File: src/rtl/regfile16_wide.sv
// 16-entry register file: one synchronous write port, two combinational read ports,
// optional hardwired-zero entry 15 and optional same-cycle write-to-read bypass.
module regfile16_wide #(
  parameter int unsigned WIDTH    = 64,
  parameter bit          ZERO_REG = 1'b1,
  parameter bit          BYPASS   = 1'b1
) (
  input  logic             clk,
  input  logic             reset_n,
  input  logic             wr_en,
  input  logic [3:0]       wr_addr,
  input  logic [WIDTH-1:0] wr_data,
  input  logic [3:0]       rd_addr_a,
  input  logic [3:0]       rd_addr_b,
  output logic [WIDTH-1:0] rd_data_a,
  output logic [WIDTH-1:0] rd_data_b
);

  localparam int unsigned NUM_REGS = 16;
  localparam logic [3:0]  ZERO_IDX = 4'hF;

  logic [WIDTH-1:0]    regs_q [NUM_REGS];
  logic [WIDTH-1:0]    regs_d [NUM_REGS];
  logic [NUM_REGS-1:0] wr_sel_c;
  logic                bypass_en_c;

  // One-hot write decoder; the hardwired-zero entry never gets an enable.
  always_comb begin
    wr_sel_c = '0;
    if (wr_en) wr_sel_c = NUM_REGS'(1) << wr_addr;
    if (ZERO_REG) wr_sel_c[ZERO_IDX] = 1'b0;
  end

  for (genvar g = 0; g < NUM_REGS; g++) begin : g_next
    assign regs_d[g] = wr_sel_c[g] ? wr_data : regs_q[g];
  end

  always_ff @(posedge clk or negedge reset_n) begin
    if (!reset_n) regs_q <= '{default: '0};
    else          regs_q <= regs_d;
  end

  always_comb begin
    bypass_en_c = BYPASS && wr_en && reset_n && !(ZERO_REG && (wr_addr == ZERO_IDX));
  end

  // Read muxes: stored value, overridden by bypass, forced to zero last.
  always_comb begin
    rd_data_a = regs_q[rd_addr_a];
    if (bypass_en_c && (rd_addr_a == wr_addr)) rd_data_a = wr_data;
    if (!reset_n || (ZERO_REG && (rd_addr_a == ZERO_IDX))) rd_data_a = '0;
  end

  always_comb begin
    rd_data_b = regs_q[rd_addr_b];
    if (bypass_en_c && (rd_addr_b == wr_addr)) rd_data_b = wr_data;
    if (!reset_n || (ZERO_REG && (rd_addr_b == ZERO_IDX))) rd_data_b = '0;
  end

endmodule

File: config.mk
export PLATFORM = sky130hd
export DESIGN_NAME = regfile16_wide
export DESIGN_NICKNAME = d
export VERILOG_FILES = /design/src/rtl/regfile16_wide.sv
export SDC_FILE = /design/constraint.sdc
export NUM_CORES = 2
export LEC_CHECK = 0
export ABC_CLOCK_PERIOD_IN_PS = 5950
export CORE_AREA = 4 4 313 392
export CTS_CLUSTER_SIZE = 10
export DETAILED_ROUTE_END_ITERATION = 7
export DIE_AREA = 0 0 317 396
export GPL_ROUTABILITY_DRIVEN = 0
export SETUP_SLACK_MARGIN = 0.4
export SLEW_MARGIN = 0
export SYNTH_ARGS = -nofsm -noshare
export SYNTH_HDL_FRONTEND = slang
export SYNTH_SLANG_ARGS = --single-unit
File: constraint.sdc
create_clock -name clk -period 5.95 [get_ports clk]
set_clock_uncertainty 0.15 [all_clocks]
set_input_delay 1.4875 -clock clk [delete_from_list [all_inputs] [get_ports clk]]
set_output_delay 1.4875 -clock clk [all_outputs]
set_load 0.1 [all_outputs]
# --- Word level (Yosys, flattened, before mapping) ---
# Index checks and enable logic that the tools add are counted.
op_classes:
  magnitude_cmp: 2
  n_eq_ne: 5
  n_shift: 1
  mux: 11
  bitwise: 2
  reduce_logical: 8
op_table:
  columns: ["operator", "count"]
  rows:
  - ["binary-select mux 64 bit (select 4 bit)", 2]
  - ["2-to-1 mux 64 bit", 8]
  - ["2-to-1 mux 15 bit", 1]
  - ["<< shifter 1 x 4 -> 15 bit (first input constant)", 1]
  - ["equality test 4 bit (second input constant)", 3]
  - ["greater-or-equal comparator 5 bit (second input constant)", 2]
  - ["NOT 4 -> 5 bit", 2]
  - ["equality test 4 bit", 2]
  - ["logical AND 1 bit", 4]
  - ["zero test 1 bit", 2]
  - ["logical OR 1 bit", 2]
word_totals:
  regBits: 960
  in_bits: 79
  out_inout_bits: 128
  word_cells: 44

# --- Logic depth before layout (Yosys ltp) ---
depth:
  word_depth: 6
  depth_mapped: 9

# --- Worst setup path after synthesis ---
# OpenSTA, ideal clock, no wires.
synth_path:
  kind: "input -> output"
  startpoint: "in rd_addr_a[0]"
  endpoint: "out rd_data_a[2]"
  t_arrival_ps: 4622
  required_time_ps: 4313
  slack_ps: -310
  cell_stages: 8
  n_path_buf: 5
  path_cell_list: "buf_4 -> buf_6 -> buf_4 -> buf_2 -> nand4_1 -> nand2_1 -> buf_2 -> nor3_1"
synth_via:
  elab_chain_cells: 6
  word_cells_on_any_way: 10
  cone_classes: "2 x eq/ne; 5 x mux; 1 x bitwise; 2 x reduce/logical"
synth_rtl:
  columns: ["item", "line_no", "rtl"]
  rows:
  - ["start, declared", "13", "input logic [3:0] rd_addr_a,"]
  - ["NOT 4 -> 5 bit (implied by the code)", "49", "rd_data_a = regs_q[rd_addr_a];"]
  - ["binary-select mux 64 bit (select 4 bit)", "49", null]
  - ["2-to-1 mux 64 bit (implied by the code) (2 in series)", "49", null]
  - ["2-to-1 mux 64 bit", "50", "if (bypass_en_c && (rd_addr_a == wr_addr)) rd_data_a = wr_data;"]
  - ["2-to-1 mux 64 bit *", "51", "if (!reset_n || (ZERO_REG && (rd_addr_a == ZERO_IDX))) rd_data_a = '0;"]
  - ["end, declared", "15", "output logic [WIDTH-1:0] rd_data_a,"]
# Every way passes the cells marked *; elsewhere a longest branch is shown, timed or not. The select of a mux whose other input is x is not followed.

# --- Worst setup path after layout ---
layout_path:
  startpoint: "in wr_addr[1]"
  endpoint: "out rd_data_b[62]"
layout_via:
  elab_chain_cells: 6
  word_cells_on_any_way: 7
  cone_classes: "2 x eq/ne; 2 x mux; 3 x reduce/logical"
layout_rtl:
  columns: ["item", "line_no", "rtl"]
  rows:
  - ["start, declared", "11", "input logic [3:0] wr_addr,"]
  - ["equality test 4 bit", "44", "bypass_en_c = BYPASS && wr_en && reset_n && !(ZERO_REG && (wr_addr == ZERO_IDX));"]
  - ["zero test 1 bit", "44", null]
  - ["logical AND 1 bit", "44", null]
  - ["logical AND 1 bit *", "56", "if (bypass_en_c && (rd_addr_b == wr_addr)) rd_data_b = wr_data;"]
  - ["2-to-1 mux 64 bit *", "56", null]
  - ["2-to-1 mux 64 bit *", "57", "if (!reset_n || (ZERO_REG && (rd_addr_b == ZERO_IDX))) rd_data_b = '0;"]
  - ["end, declared", "16", "output logic [WIDTH-1:0] rd_data_b"]
# Every way passes the cells marked *; elsewhere a longest branch is shown, timed or not.

==> summary.log <==
[worst_setup_path] critical path startpoint category input port
[place] count of buffers inserted at the top-level ports 206
[power] combinational share of power 0.282
[grt] first-pass GRT wire length 246000 µm
[synth] library cell occupying the most area in the post-synthesis netlist dfrtp_1
[clock_network] number of buffers created by CTS 109
[power] switch share 0.306
[worst_setup_path] CP peak stage delay 0.51 ns
[synth] number of flops mapped to enable cells by yosys 0
[die] initial standard-cell utilization of the core 0.447
[final_layout] Area Growth Syn to Fin 16.1%
[final_layout] fraction of layout instances using a drive strength above 1 0.451
[clock_network] clock tree root buffer cell clkbuf_16
[timing] unrepaired setup endpoints after global routing yes
[route] number of design-rule violations left by the first detailed-router iteration 2884
[route] remaining antenna violation count 0
[timing] number of failing hold endpoints at the final stage 0
[clock_network] CTS tree done
[final_layout] final standard cell area without fillers 61900 µm²
[power] Pwr Density 345 nW/µm²
[worst_setup_path] maximum fanout count along the critical path 37
[status] run status complete, no violations
[timing] worst hold slack across all endpoints 0.368 ns
[synth] count of cell types in the netlist 38
[die] Ports 207
[power] internal portion of total power 14.8 mW
[worst_setup_path] slowest cell on the critical path clkdlybuf4s50_1
[worst_setup_path] cell breakdown of the critical path clkdlybuf4s50_1 -> buf_4 -> xnor2_1 -> nand4b_1 -> o211ai_1 -> clkbuf_16 -> a211oi_1 -> a21o_1 -> buf_12
[synth] syn_nets 3931
[clock_network] H-tree level count 3
[final_layout] registers with the most flip-flops regs_q (960)
[synth] sequential cell area fraction in the yosys report 0.451
[route] final routed wire length divided by cell count 29.6 µm
[power] sequential power share 0.428
[synth] area fraction of the dominant cell type after synthesis 0.451
[synth] Synth Area per Inst 13.8 µm²
[grt] pin count of the biggest net entering global routing 175
[clock_network] clock tree buffer depth 3
[worst_setup_path] Critical Path End Type primary output
[timing] worst-margin pin slew 1.15 ns
[synth] share of flip-flops with an asynchronous set or reset 1.00
[die] die width 317 µm
[final_layout] Final Non-Filler Cells 5533
[power] P_leak 26.1 nW
[grt] total gr overflow 0
[synth] netlist area before placement 53300 µm²
[power] worst supply voltage drop on vdd 0.000248 V
[timing] endpoints failing setup 0
[place] Detail Placement HPWL 95200 µm
[flow_run] number of max-cap violations 0
[die] total core area 119000 µm²
[route] DRT Pass-1 Iters 8
[worst_setup_path] data required time of the worst path 4.31 ns
[power] portion of total power attributed to the clock network 0.289
[synth] Yosys reg bits 960
[worst_hold_path] worst min-delay path category register to register
[route] drt drc 0
[final_layout] top library cells by usage in the layout, fill and taps aside 960 x dfrtp_1, 777 x mux2_2, 321 x mux4_2
[timing] final clock period utilization by the worst path 0.920
[final_layout] Largest register FFs 960
[power] net switching component of the power 6.52 mW
[route] vias after detailed routing 35400
[final_layout] fill cell total of the finished layout 9978
[route] via/cell ratio 6.40
[final_layout] commonest non-fill, non-tap cell in the layout dfrtp_1
[clock_network] Clk pin slew, worst setup/hold paths 0.05 ns
[final_layout] final core occ 0.519
[clock_network] post-cts hold buffer count 0
[timing] final critical delay including setup and external delays 5.48 ns
[place] placed cell areas 58700 µm²
[die] Die Y-Extent 396 µm
[route] Detailed Route WL 164000 µm
[synth] Syn Inst Count 3852
[timing] Max Transition Viols Final 0
[die] Row Count 142
[timing] maximum clock frequency 183 MHz
[timing] tightest slew margin relative to the limit 0.235
[grt] number of global-route vias before repair 37200
[worst_setup_path] signal arrival time at the worst endpoint 3.84 ns
[grt] gr usage total 0.261
[synth] Yosys Warn Count 0
[die] area of the die 126000 µm²
[clock_network] worst-skew pair later-pin latency 0.70 ns
[worst_setup_path] Crit Path Class input port to primary output
[synth] top_reg_cell synth dfrtp_1
[clock_network] Sinks on Clock Net 960
[final_layout] Biggest register regs_q
[place] number of placed instances with taps included 5387
[final_layout] count of nets after finishing 3994
[synth] top cells by area in the synthesized netlist dfrtp_1 45%, mux2_2 16%, mux4_2 14%, mux2i_1 6.0%, mux2_4 3.4%
[grt] initial antenna violation count 5
-- metal layers --
layer	GRT usage	vias to the layer above	routed length (µm)
li1	-	14900	-
met1	0.354	19100	68800
met2	0.433	1184	80800
met3	0.0409	239	9810
met4	0.0781	2	4480
met5	0	-	17
-- timing repair --
action                     CTS  global route
setup endpoints to repair   13            66
pin swaps                    1             2
setup buffers                0             1
resized for setup            3            10
-- synthesized netlist by cell type (4+ instances only) --
master,instances
a22o_1,63
a22oi_1,63
a31oi_1,63
buf_1,8
buf_2,169
buf_4,24
buf_6,32
clkbuf_1,179
dfrtp_1,960
inv_1,65
mux2_2,777
mux2_4,120
mux2i_1,318
mux4_2,321
nand2_1,132
nand2b_1,4
nand3b_1,4
nand4_1,4
nor2_1,67
nor2_2,8
nor2b_1,4
nor3_1,8
nor3_2,55
o211a_1,63
o211ai_1,64
o21ai_0,69
o21ai_1,60
o221ai_1,128
xnor2_1,4
xor2_1,4
-- critical path, delay by kind of cell --
family                    cells  cell delay (ns)
AOI/OAI and AO/OA             3             0.71
xor gates and xnor gates      1             0.13
buffers and inverters         4             1.27
and+or+nand+nor               1             0.20
-- layout make-up --
class | instances | area, µm² | share of cell area
diodes | 4 | 10.0 | 0.000162
clock buffers | 135 | 2980 | 0.0482
clock inverters | 6 | 109 | 0.00176
inverters | 65 | 244 | 0.00394
multi-input cells | 2415 | 27300 | 0.441
flip-flops and latches | 960 | 24000 | 0.388
well taps | 1584 | 1980 | 0.0320
repair buffers | 364 | 5210 | 0.0842
-- logic make-up after synthesis --
group                     synth area share
and+or+nand+nor                     0.0290
AOI/OAI and AO/OA                   0.0812
xor gates and xnor gates           0.00132
muxes                                0.394
DFF                                  0.451
buffers and inverters               0.0438
-- final timing paths --
check,depth (start not counted),to,slack [ns],startpoint
min,1,regs_q[620],0.37,regs_q[620]
max reg2reg,1,regs_q[948],5.01,regs_q[948]
min in group asynchronous,1,regs_q[595],0.48,reset_n
max,9,rd_data_b[62],0.47,wr_addr[1]
max in group asynchronous,4,regs_q[770],2.54,reset_n
min reg2reg,1,regs_q[620],0.37,regs_q[620]
-- metrics by stage --
stage	power [mW]	TNS [ns]	setup WS [ns]
floorplan	13.3	-2.34	-0.310
global placement	15.1	0	0.287
detailed placement	15.2	0	0.274
CTS	21.4	0	0.334
global route	22.3	0	0.355
finish	21.3	0	0.475
-- power groups by stage --
stage	Sequential (mW)	Combinational [mW]	Clock, mW
after global routing	9.31	6.41	6.56
after detailed placement	9.20	6.04	0
after floorplan	8.86	4.46	0
final	9.13	6.02	6.16
after global placement	9.11	5.95	0
after CTS	9.09	6.05	6.30
No activity file was read; power rests on OpenSTA's default activity.
